===== src/rtl/alu_flag_ir_unit.sv =====
// alu_flag_ir_unit: 32-bit combinational ALU with a registered NZCV flag register and instruction register.
// Define CARRY_FROM_FDR_EN to take the ALU carry-in from the stored C flag instead of cin.
module alu_flag_ir_unit #(
    parameter logic [31:0] IR_RST_VAL = 32'h0000_0000
) (
    input  logic        CLK,
    input  logic        CLR,
    input  logic [31:0] a,
    input  logic [31:0] b,
    input  logic [4:0]  op,
    input  logic        cin,
    input  logic        frld,
    input  logic        irld,
    input  logic [31:0] ir_in,
    output logic [31:0] result,
    output logic        flag_n,
    output logic        flag_z,
    output logic        flag_c,
    output logic        flag_v,
    output logic [3:0]  fdr_out,
    output logic [31:0] ir_out
);
    logic [3:0]  fdr_q, fdr_d;
    logic [31:0] ir_q, ir_d;
    logic        c, arith;
    logic [31:0] x, y, lr;
    logic [32:0] k, sum;
`ifdef CARRY_FROM_FDR_EN
    logic unused_cin;
    assign unused_cin = cin;
    assign c = fdr_q[1];
`else
    assign c = cin;
`endif
    // Every arithmetic op is x + y + k; subtraction uses ~operand + 1 so sum[32] is NOT borrow.
    always_comb begin
        x = a;
        y = b;
        k = 33'd0;
        arith = 1'b1;
        lr = 32'd0;
        case (op)
            5'd0, 5'd8:  begin arith = 1'b0; lr = a & b; end
            5'd1, 5'd9:  begin arith = 1'b0; lr = a ^ b; end
            5'd2, 5'd10: begin y = ~b; k = 33'd1; end
            5'd3:        begin x = b; y = ~a; k = 33'd1; end
            5'd4, 5'd11: arith = 1'b1;
            5'd5:        k = {32'd0, c};
            5'd6:        begin y = ~b; k = {32'd0, c}; end
            5'd7:        begin x = b; y = ~a; k = {32'd0, c}; end
            5'd12:       begin arith = 1'b0; lr = a | b; end
            5'd13:       begin arith = 1'b0; lr = b; end
            5'd14:       begin arith = 1'b0; lr = a & ~b; end
            5'd15:       begin arith = 1'b0; lr = ~b; end
            5'd16:       y = 32'd4;
            5'd17:       begin arith = 1'b0; lr = a; end
            5'd18:       begin arith = 1'b0; lr = b; end
            5'd19:       begin y = ~32'd4; k = 33'd1; end
            5'd20:       k = 33'd4;
            default:     arith = 1'b0;
        endcase
        sum = {1'b0, x} + {1'b0, y} + k;
        result = arith ? sum[31:0] : lr;
        flag_c = arith ? sum[32] : c;
        flag_v = arith & (x[31] == y[31]) & (sum[31] != x[31]);
    end
    assign flag_n = result[31];
    assign flag_z = (result == 32'd0);
    assign fdr_d = frld ? {flag_n, flag_z, flag_c, flag_v} : fdr_q;
    assign ir_d = irld ? ir_in : ir_q;
    always_ff @(posedge CLK) begin
        if (CLR) begin
            fdr_q <= 4'b0000;
            ir_q <= IR_RST_VAL;
        end else begin
            fdr_q <= fdr_d;
            ir_q <= ir_d;
        end
    end
    assign fdr_out = fdr_q;
    assign ir_out = ir_q;
endmodule


===== config.mk =====
export PLATFORM = sky130hd
export DESIGN_NAME = alu_flag_ir_unit
export DESIGN_NICKNAME = d
export VERILOG_FILES = /design/src/rtl/alu_flag_ir_unit.sv
export SDC_FILE = /design/constraint.sdc
export NUM_CORES = 1
export LEC_CHECK = 0
export CORE_AREA = 8 8 132 134
export DETAILED_ROUTE_END_ITERATION = 10
export DIE_AREA = 0 0 140 142
export DONT_BUFFER_PORTS = 1
export PLACE_DENSITY = 0.68
export SETUP_SLACK_MARGIN = 0.4
export SYNTH_ARGS = -nofsm -noshare
export SYNTH_HDL_FRONTEND = slang
export SYNTH_SLANG_ARGS = --single-unit
export TNS_END_PERCENT = 5

===== constraint.sdc =====
create_clock -name CLK -period 7.7 [get_ports CLK]
set_input_delay 0.77 -clock CLK [delete_from_list [all_inputs] [get_ports CLK]]
set_output_delay 0.77 -clock CLK [all_outputs]
set_load 0.005 [all_outputs]

==> flow_metrics.py, run 1 <==
metrics = {
    "status": {
        "status": "complete, no violations",
    },
    "timing": {
        "fmax_mhz": 147,
        "final_max_slew_viol_count": 0,
        "final-setup-viol-count": 0,
        "slew_headroom_pct": 50.2,
        "hold_ws_ns": 0.534,
        "fin_tns_setup_ns": 0,
        "tightest_slew_ns": 0.739,
        "fin_crit_sh_pct": 88.6,
        "hold_violations": 0,
        "fin_skew_ns": 0,
        "min_period_ns": 6.82,
        "layout_setup_ws_ns": 0.876,
        "rsz0062_at_grt": "no",
    },
    "drt": {
        "via_per_inst": 6.58,
        "drt_wl_total_um": 25500,
        "drc_errors": 0,
        "antenna_left": 0,
        "wire_per_inst_um": 21.4,
        "vias": 7838,
        "dr.first_iter.drc_count": 670,
        "firstDrtPassIters": 7,
    },
    "power": {
        "p_per_area_nw_per_um2": 144,
        "p_leak_uw": 0.00318,
        "irDropWorstVdd_mv": 0.137,
    },
    "layout": {
        "utilization_pct": 47.6,
        "final_area_um2": 7350,
        "num_antenna_cells": 0,
        "area_delta_synth_final_pct": 2.73,
        "layout.nets": 1201,
        "drive_gt1_share_pct": 4.40,
    },
    "global_route": {
        "antenna_found_initial": 0,
        "grt_usage_pct": 24.3,
        "grt_pass1_wl_um": 39500,
        "grt_overflow": 0,
        "grt_start_max_net_pins": 63,
        "grt_pass1_vias": 7142,
    },
    "synth": {
        "synth_nets": 1258,
        "synth_cells": 1056,
        "synth-seq-area-share_pct": 10.1,
        "yosysWarnings": 0,
        "ys.flop_type": "dfxtp_1",
        "yosysMostFrequentCell": "nor2_1",
        "synth_xor_area_share_pct": 2.69,
        "yosys.area_share.simple_pct": 20.8,
        "synth_top_family_by_area": "compound AO/OA/AOI/OAI gates",
        "synthArstFlopShare_pct": 0,
        "synth_area_per_cell_um2": 6.77,
        "synth_area_um2": 7150,
        "synth_compound_area_share_pct": 35.2,
        "yosys-top-cells-count": "nor2_1, a21oi_1, ha_1",
        "synth_adder_area_share_pct": 17.1,
        "synth.ff_latch_count": 36,
        "synth_top_area_share_pct": 16.3,
        "synthTopCellsByArea": "ha_1, dfxtp_1, a21oi_1",
        "yosysUniqueCellTypes": 75,
        "synth-edff-count": 0,
        "yosys.area.top_type": "ha_1",
        "muxShareOfSynthArea_pct": 5.47,
    },
    "setup_path": {
        "cp_top_family": "simple AND/OR/NAND/NOR gates",
        "crit_arrival_ns": 6.05,
        "rr_worst_depth": 2,
        "reg2reg_slack_ns": 6.69,
        "r2r_start": "fdr_out[0]",
        "r2r-end": "fdr_out[0]",
        "critical_path.max_fanout": 31,
        "endpoint_kind": "output pin",
        "crit_type": "input pin to output pin",
        "path_cells": "or3b_2 -> or2_2 -> o221ai_1 -> mux2i_1 -> fa_1 -> inv_1 -> ha_1 -> inv_1 -> fa_1 -> nor2b_1 -> o31a_1 -> a21oi_1 -> nand2_1 -> nand3b_1 -> or4_1 -> nor4b_2 -> nand4_1 -> or4_4 -> nor2_1",
        "cpPeakStageDelay_ns": 0.61,
        "cpMaxStageDelayCell": "or4_1",
        "cp_num_buf_inv": 2,
        "cp-start-kind": "input pin",
        "cp.required_ns": 6.93,
    },
    "clocking": {
        "post_cts_buffers": 0,
        "clkTransAtPathRegs_ns": 0.05,
        "numCtsBuffers": 5,
        "cts-root-buf": "clkbuf_16",
        "htreeDepth": 2,
        "cts_sinks": 36,
        "tritoncts": "built",
        "cts-hold-fix-buffers": 0,
        "cts-resized-gates": 0,
        "clockBufferDepth": 2,
        "clock_latency_ns": 0.26,
    },
    "placed_design": {
        "place_area_um2": 7210,
        "gp_congestion": 0.994,
        "dp_hpwl_um": 19800,
        "port_buffers": 0,
        "preCtsSetupSlack_ns": 0.921,
    },
    "worst_hold_path": {
        "min_path_cells": 2,
        "hp-class": "flop to flop",
        "hold_end": "ir_out[3]",
        "min_from": "ir_out[3]",
    },
    "floorplan": {
        "core_um2": 15400,
        "num_io_pins": 178,
        "die_w_um": 140,
        "start_util_pct": 46.4,
        "dieHeight_um": 142,
        "rows": 46,
        "fp.dieArea_um2": 19900,
    },
    "job": {
        "cap_viol_max_count": 0,
    },
}
-- cells in the final DEF (no fill, tap or decap), drive strengths merged, types with 19 or more instances in the layout --
| cell type | synthesis | routed |
|---|---|---|
| a21oi | 120 | 120 |
| dfxtp | 36 | 36 |
| nor2 | 132 | 132 |
| mux2i | 38 | 38 |
| o221ai | 34 | 34 |
| o21ai | 91 | 91 |
| ha | 93 | 93 |
| nand2 | 76 | 76 |
| a211oi | 22 | 22 |
| nor3 | 19 | 19 |
| inv | 79 | 79 |
-- flip-flops by register name, indices dropped and copies added (netlist names) --
| register | flops |
|---|---|
| fdr_out | 4 |
| ir_out | 32 |
-- worst reg2reg max path, delay by kind of cell, from the launching register on --
kind	cells	cell delay [ns]
AO/OA/AOI/OAI	1	0.07
flip-flops	1	0.39
AND/OR/NAND/NOR	1	0.45
-- layout make-up --
type / count / area, µm²
tap: 192 / 240
fill: 1560 / 8080
inverter: 79 / 297
sequential: 36 / 721
clock buffer: 7 / 133
multi-input combinational: 863 / 5840
clock inverter: 1 / 8.76
timing repair buffer: 14 / 105
-- power by group --
group | switching, µW | internal (µW) | total [µW]
clock network | 67.3 | 120 | 188
registers | 9.92 | 198 | 208
logic | 403 | 257 | 660
total | 480 | 576 | 1060
-- metal layers --
metal | vias up | GRT usage (%) | part of all wire [%]
met2 | 413 | 38.6 | 44
met3 | 48 | 6.98 | 12
met5 | - | 0 | 0
li1 | 3791 | - | -
met1 | 3586 | 30.6 | 41
met4 | 0 | 9.03 | 3.3
-- cell families after synthesis --
family | count (synthesis)
and+or+nand+nor | 317
adders and majority gates | 96
muxes | 39
DFF | 36
AOI/OAI and AO/OA | 389
xor gates and xnor gates | 22
buffers and inverters | 157
-- how the worst max path moves through the flow --
stage	end	cells after the start	from	slack (ns)
6_report	flag_z	19	op[3]	0.88
5_1_grt	flag_z	19	op[3]	0.58
2_1_floorplan	flag_z	19	op[0]	1.34
3_5_place_dp	flag_z	19	op[3]	0.92
3_3_place_gp	flag_z	19	op[3]	0.95
4_1_cts	flag_z	19	op[3]	0.91
-- metrics by stage --
| step | total power (µW) | cells |
|---|---|---|
| finish | 1060 | 1192 |
| global route | 1130 | 1192 |
| CTS | 1050 | 1192 |
| detailed placement | 858 | 1184 |
| global placement | 853 | 1184 |
| floorplan | 719 | 1056 |
No activity file was read; power rests on OpenSTA's default activity.
==> run 2: changes to the inputs <==
==> constraint.sdc (replaced) <==
create_clock -name CLK -period 7.7 [get_ports CLK]
set_input_delay 1.54 -clock CLK [delete_from_list [all_inputs] [get_ports CLK]]
set_output_delay 1.54 -clock CLK [all_outputs]
set_load 0.005 [all_outputs]
==> flow_metrics.py, run 2 (synthesis gave the netlist of run 1 again) <==
metrics = {
    "global_route": {
        "grt_usage_pct": 25.4,
        "grt_pass1_wl_um": 41000,
        "grt_pass1_vias": 7463,
        "grt_use_met2_pct": 39.9,
        "use_met1_pct": 31.8,
        "antenna_found_initial": 0,
        "grt-busiest-layer": "met2",
        "grt_overflow": 0,
        "gr-usage-met3_pct": 7.04,
        "grt_start_max_net_pins": 38,
    },
    "clocking": {
        "cts-hold-fix-buffers": 0,
        "htreeDepth": 2,
        "cts_sinks": 36,
        "tritoncts": "built",
        "clkTransAtPathRegs_ns": 0.06,
        "cts-root-buf": "clkbuf_16",
        "clockBufferDepth": 2,
        "clock_latency_ns": 0.27,
        "numCtsBuffers": 5,
    },
    "status": {
        "status": "complete, no violations",
    },
    "placed_design": {
        "gp_congestion": 0.998,
        "dp_cells": 1224,
        "dp_hpwl_um": 20900,
        "port_buffers": 0,
    },
    "timing": {
        "slew_headroom_pct": 50.6,
        "fmax_mhz": 136,
        "fin_tns_setup_ns": 0,
        "final_max_slew_viol_count": 0,
        "min_period_ns": 7.33,
        "hold_violations": 0,
        "fin_skew_ns": 0,
        "fin_crit_sh_pct": 95.2,
        "rsz0062_at_grt": "yes",
        "tightest_slew_ns": 0.742,
        "final-setup-viol-count": 0,
    },
    "power": {
        "p_per_area_nw_per_um2": 152,
        "irDropWorstVdd_mv": 0.165,
        "p_leak_uw": 0.00353,
    },
    "layout": {
        "drive_gt1_share_pct": 14.2,
        "fillerInstances": 1540,
        "largest_reg_flops": 32,
        "layout_common_cells": "nor2_1, a21oi_1, o21ai_0",
        "layout.nets": 1257,
        "num_antenna_cells": 0,
        "final_common_cell": "nor2_1",
        "area_delta_synth_final_pct": 13.5,
        "final-instance-count-excl-fill": 1248,
    },
    "setup_path": {
        "cpMaxStageDelayCell": "ha_1",
        "cp.required_ns": 6.16,
        "path_cells": "inv_1 -> nor4b_4 -> buf_6 -> buf_4 -> o21ai_0 -> ha_1 -> ha_1 -> nand3_1 -> o21ai_0 -> a21oi_1 -> o21a_1 -> nor4_1 -> mux2i_1 -> nor2_1 -> nand4_1 -> or4_4 -> nor2_4",
        "cp_num_buf_inv": 3,
        "cpPeakStageDelay_ns": 0.52,
        "rr_worst_depth": 2,
        "endpoint_kind": "output pin",
        "path_depth": 17,
        "critical_path.max_fanout": 29,
        "crit_arrival_ns": 5.79,
        "crit_type": "input pin to output pin",
        "cp-start-kind": "input pin",
        "cp_top_family": "simple AND/OR/NAND/NOR gates",
    },
    "worst_hold_path": {
        "hp-class": "flop to flop",
        "min_path_cells": 2,
    },
    "drt": {
        "via_per_inst": 6.56,
        "drt_wl_total_um": 26900,
        "antenna_left": 0,
        "dr.first_iter.drc_count": 823,
        "wire_per_inst_um": 21.5,
        "drc_errors": 0,
        "firstDrtPassIters": 5,
        "vias": 8185,
    },
    "floorplan": {
        "die_w_um": 140,
        "num_io_pins": 178,
        "fp.dieArea_um2": 19900,
        "dieHeight_um": 142,
        "core_um2": 15400,
        "rows": 46,
        "start_util_pct": 46.4,
    },
    "job": {
        "cap_viol_max_count": 0,
    },
}
run 2: cell count changes in the layout (fill, tap and decap cells not counted), sizes merged:
cell,change
bufinv,+1
clkbuf,-1
clkinvlp,+1
buf,+55
inv,+1
clkinv,-1
run 2: final timing paths:
kind | startpoint | to | slack (ns)
max reg2reg | fdr_out[0] | fdr_out[0] | 6.69
min | ir_out[2] | ir_out[2] | 0.53
min reg2reg | ir_out[2] | ir_out[2] | 0.53
max | op[1] | flag_z | 0.37
run 2: layer usage:
| metal | wire (µm) | up-vias |
|---|---|---|
| li1 | - | 3914 |
| met1 | 10800 | 3752 |
| met2 | 12000 | 457 |
| met3 | 3070 | 62 |
| met4 | 1040 | 0 |
| met5 | 0 | - |
run 2: repair_timing:
| action | in CTS | in global routing |
|---|---|---|
| gates resized for setup | 15 | 37 |
| pin swaps | 18 | 19 |
| hold endpoints to repair | 0 | 0 |
| endpoints found under the setup margin | 1 | 1 |
| cloned | 0 | 1 |
| setup buffers | 8 | 7 |
run 2: power by group:
| group | internal [µW] | switching, µW |
|---|---|---|
| Sequential | 198 | 10.0 |
| Combinational | 341 | 457 |
| Clock | 154 | 76.9 |
run 2: stage by stage:
stage               hold slack (ns)  utilization, %  total power, µW  instance area, µm²  setup slack (ns)
floorplan                     0.485               -              733                7260             0.410
global placement              0.514            49.1              926                7580             0.107
detailed placement            0.523            49.1              932                7580            0.0796
CTS                           0.536            51.0             1180                7860             0.328
global route                  0.559            52.7             1320                8120             0.192
finish                        0.526            52.7             1240                8120             0.373
run 2: worst min-delay path, delay by kind of cell, from the launching register on:
kind	cells	cell delay [ns]
DFF	1	0.35
and+or+nand+nor	1	0.07
muxes	1	0.07
run 2: final cells by class:
type	count	area (µm²)	share of cell area, %
multi-input cells	863	6130	75.5
clock inverters	3	46.3	0.570
flip-flops and latches	36	721	8.87
inverters	79	297	3.65
repair buffers	70	563	6.93
well taps	192	240	2.96
clock buffers	5	125	1.54
==> run 3: changes to the inputs <==
--- a/config.mk
+++ b/config.mk
@@ -5,9 +5,10 @@
 export SDC_FILE = /design/constraint.sdc
 export NUM_CORES = 1
 export LEC_CHECK = 0
-export CORE_AREA = 8 8 132 134
+export ABC_AREA = 1
+export CORE_AREA = 8 8 136 138
 export DETAILED_ROUTE_END_ITERATION = 10
-export DIE_AREA = 0 0 140 142
+export DIE_AREA = 0 0 144 146
 export DONT_BUFFER_PORTS = 1
 export PLACE_DENSITY = 0.68
 export SETUP_SLACK_MARGIN = 0.4
==> flow_metrics.py, run 3 <==
metrics = {
    "placed_design": {
        "gp_congestion": 0.979,
        "dp_cells": 1653,
        "preCtsSetupSlack_ns": 0.341,
        "port_buffers": 0,
        "dp_hpwl_um": 21300,
    },
    "clocking": {
        "clock_latency_ns": 0.27,
        "cts-root-buf": "clkbuf_16",
        "tritoncts": "built",
        "clkTransAtPathRegs_ns": 0.05,
        "clockBufferDepth": 2,
        "numCtsBuffers": 5,
        "htreeDepth": 2,
        "post_cts_buffers": 0,
        "cts_sinks": 36,
    },
    "drt": {
        "vias": 9148,
        "drt_wl_total_um": 27000,
        "firstDrtPassIters": 6,
        "dr.first_iter.drc_count": 867,
        "wire_per_inst_um": 16.2,
        "drc_errors": 0,
        "antenna_left": 0,
        "via_per_inst": 5.51,
    },
    "synth": {
        "yosysWarnings": 0,
        "synth_area_um2": 7640,
        "synth_nets": 1650,
        "synthArstFlopShare_pct": 0,
        "ys.flop_type": "dfxtp_1",
        "synthTopCellsByArea": "nand2_1, ha_1, inv_1",
        "synth_area_per_cell_um2": 5.28,
        "synth_cells": 1448,
        "yosysMostFrequentCell": "nand2_1",
        "synth-seq-area-share_pct": 9.43,
        "yosys.area.top_type": "nand2_1",
        "yosys-top-cells-count": "nand2_1, inv_1, nor2_1",
        "synth-edff-count": 0,
        "yosysUniqueCellTypes": 40,
        "synth.ff_latch_count": 36,
        "synth_top_area_share_pct": 23.9,
    },
    "floorplan": {
        "fp.dieArea_um2": 21000,
        "num_io_pins": 178,
        "rows": 47,
        "core_um2": 16300,
        "die_w_um": 144,
        "start_util_pct": 46.9,
        "dieHeight_um": 146,
    },
    "timing": {
        "fin_skew_ns": 0,
        "fin_tns_setup_ns": 0,
        "layout_setup_ws_ns": 0.701,
        "min_period_ns": 7.00,
        "hold_violations": 0,
        "rsz0062_at_grt": "no",
        "final_max_slew_viol_count": 0,
        "final-setup-viol-count": 0,
        "fmax_mhz": 143,
        "fin_crit_sh_pct": 90.9,
        "hold_ws_ns": 0.531,
        "slew_headroom_pct": 25.0,
        "tightest_slew_ns": 1.12,
    },
    "power": {
        "p_per_area_nw_per_um2": 133,
        "p_leak_uw": 0.00487,
        "irDropWorstVdd_mv": 0.0995,
        "p_total_uw": 1080,
    },
    "layout": {
        "layout.nets": 1642,
        "final_common_cell": "nand2_1",
        "drive_gt1_share_pct": 4.93,
        "layout_common_cells": "nand2_1, inv_1, nor2_1",
        "fillerInstances": 1812,
        "final-instance-count-excl-fill": 1661,
        "largest_reg_flops": 32,
        "num_antenna_cells": 0,
        "area_delta_synth_final_pct": 6.48,
    },
    "job": {
        "cap_viol_max_count": 0,
    },
    "global_route": {
        "grt_usage_pct": 24.7,
        "grt_pass1_wl_um": 42500,
        "grt_start_max_net_pins": 70,
        "grt_pass1_vias": 8407,
        "grt_overflow": 0,
        "antenna_found_initial": 0,
    },
    "worst_hold_path": {
        "min_path_cells": 2,
        "hp-class": "flop to flop",
    },
    "setup_path": {
        "cp-start-kind": "input pin",
        "cp.required_ns": 6.16,
        "crit_arrival_ns": 5.46,
        "endpoint_kind": "output pin",
        "crit_type": "input pin to output pin",
        "rr_worst_depth": 2,
        "critical_path.max_fanout": 35,
    },
    "status": {
        "status": "complete, no violations",
    },
}
## run 3: layer usage
metal	up-vias	global-route usage [%]	routed length [µm]
met5	-	0	0
met4	0	5.47	514
met3	41	4.46	2630
met2	391	41.5	12500
met1	4109	31.7	11300
li1	4607	-	-
## run 3: area by class of cell
cell class | instances | area (µm²) | share of cell area [%]
clock inverter | 3 | 18.8 | 0.231
inverter | 237 | 896 | 11.0
sequential | 36 | 721 | 8.85
tap | 220 | 275 | 3.38
clock buffer | 5 | 125 | 1.54
timing repair buffer | 31 | 258 | 3.17
multi-input combinational | 1129 | 5850 | 71.8
## run 3: kinds of logic after synthesis
group	synth area share (%)
AOI/OAI and AO/OA	17.2
xor gates and xnor gates	0.687
adders and majority gates	16.0
buffers and inverters	14.4
DFF	9.43
and+or+nand+nor	42.3
## run 3: per-stage QoR
stage,utilization (%),instance area [µm²]
after floorplan,-,7640
after global placement,48.9,7970
after detailed placement,48.9,7970
after CTS,49.8,8110
after global routing,50.0,8140
final,50.0,8140
## run 3: final timing paths
kind / start / end / slack, ns
hold reg to reg: ir_out[18] / ir_out[18] / 0.53
setup / recovery: op[3] / flag_z / 0.70
setup reg to reg: ir_out[9] / ir_out[9] / 7.00
hold / removal: ir_out[18] / ir_out[18] / 0.53
## run 3: timing repair
action,in CTS,in global routing
endpoints found under the setup margin,1,1
resized for setup,1,9
hold buffers,0,0
## run 3: worst max-delay path, stage by stage
cell	delay [ns]
inv_1	0.14
nand3_2	0.13
nor2_1	0.19
nor2_1	0.09
nand3_1	0.10
clkinv_1	0.06
buf_4	0.26
nand2_1	0.11
nand2_1	0.06
ha_1	0.28
ha_1	0.21
inv_1	0.08
fa_1	0.45
inv_1	0.10
nand3_1	0.07
nand2_1	0.15
nand2_1	0.10
nand2_1	0.14
nand3_1	0.14
nand2_1	0.09
nand2_1	0.05
nand3_1	0.08
nand2_1	0.12
nor2_2	0.16
nand2_1	0.09
nor2_2	0.20
nand3_1	0.14
inv_1	0.11
## run 3: where the power goes
part           internal (µW)  leakage, µW  switching [µW]
combinational            242      0.00449             434
clock                    119    0.0000736            77.9
sequential               200     0.000299            10.1
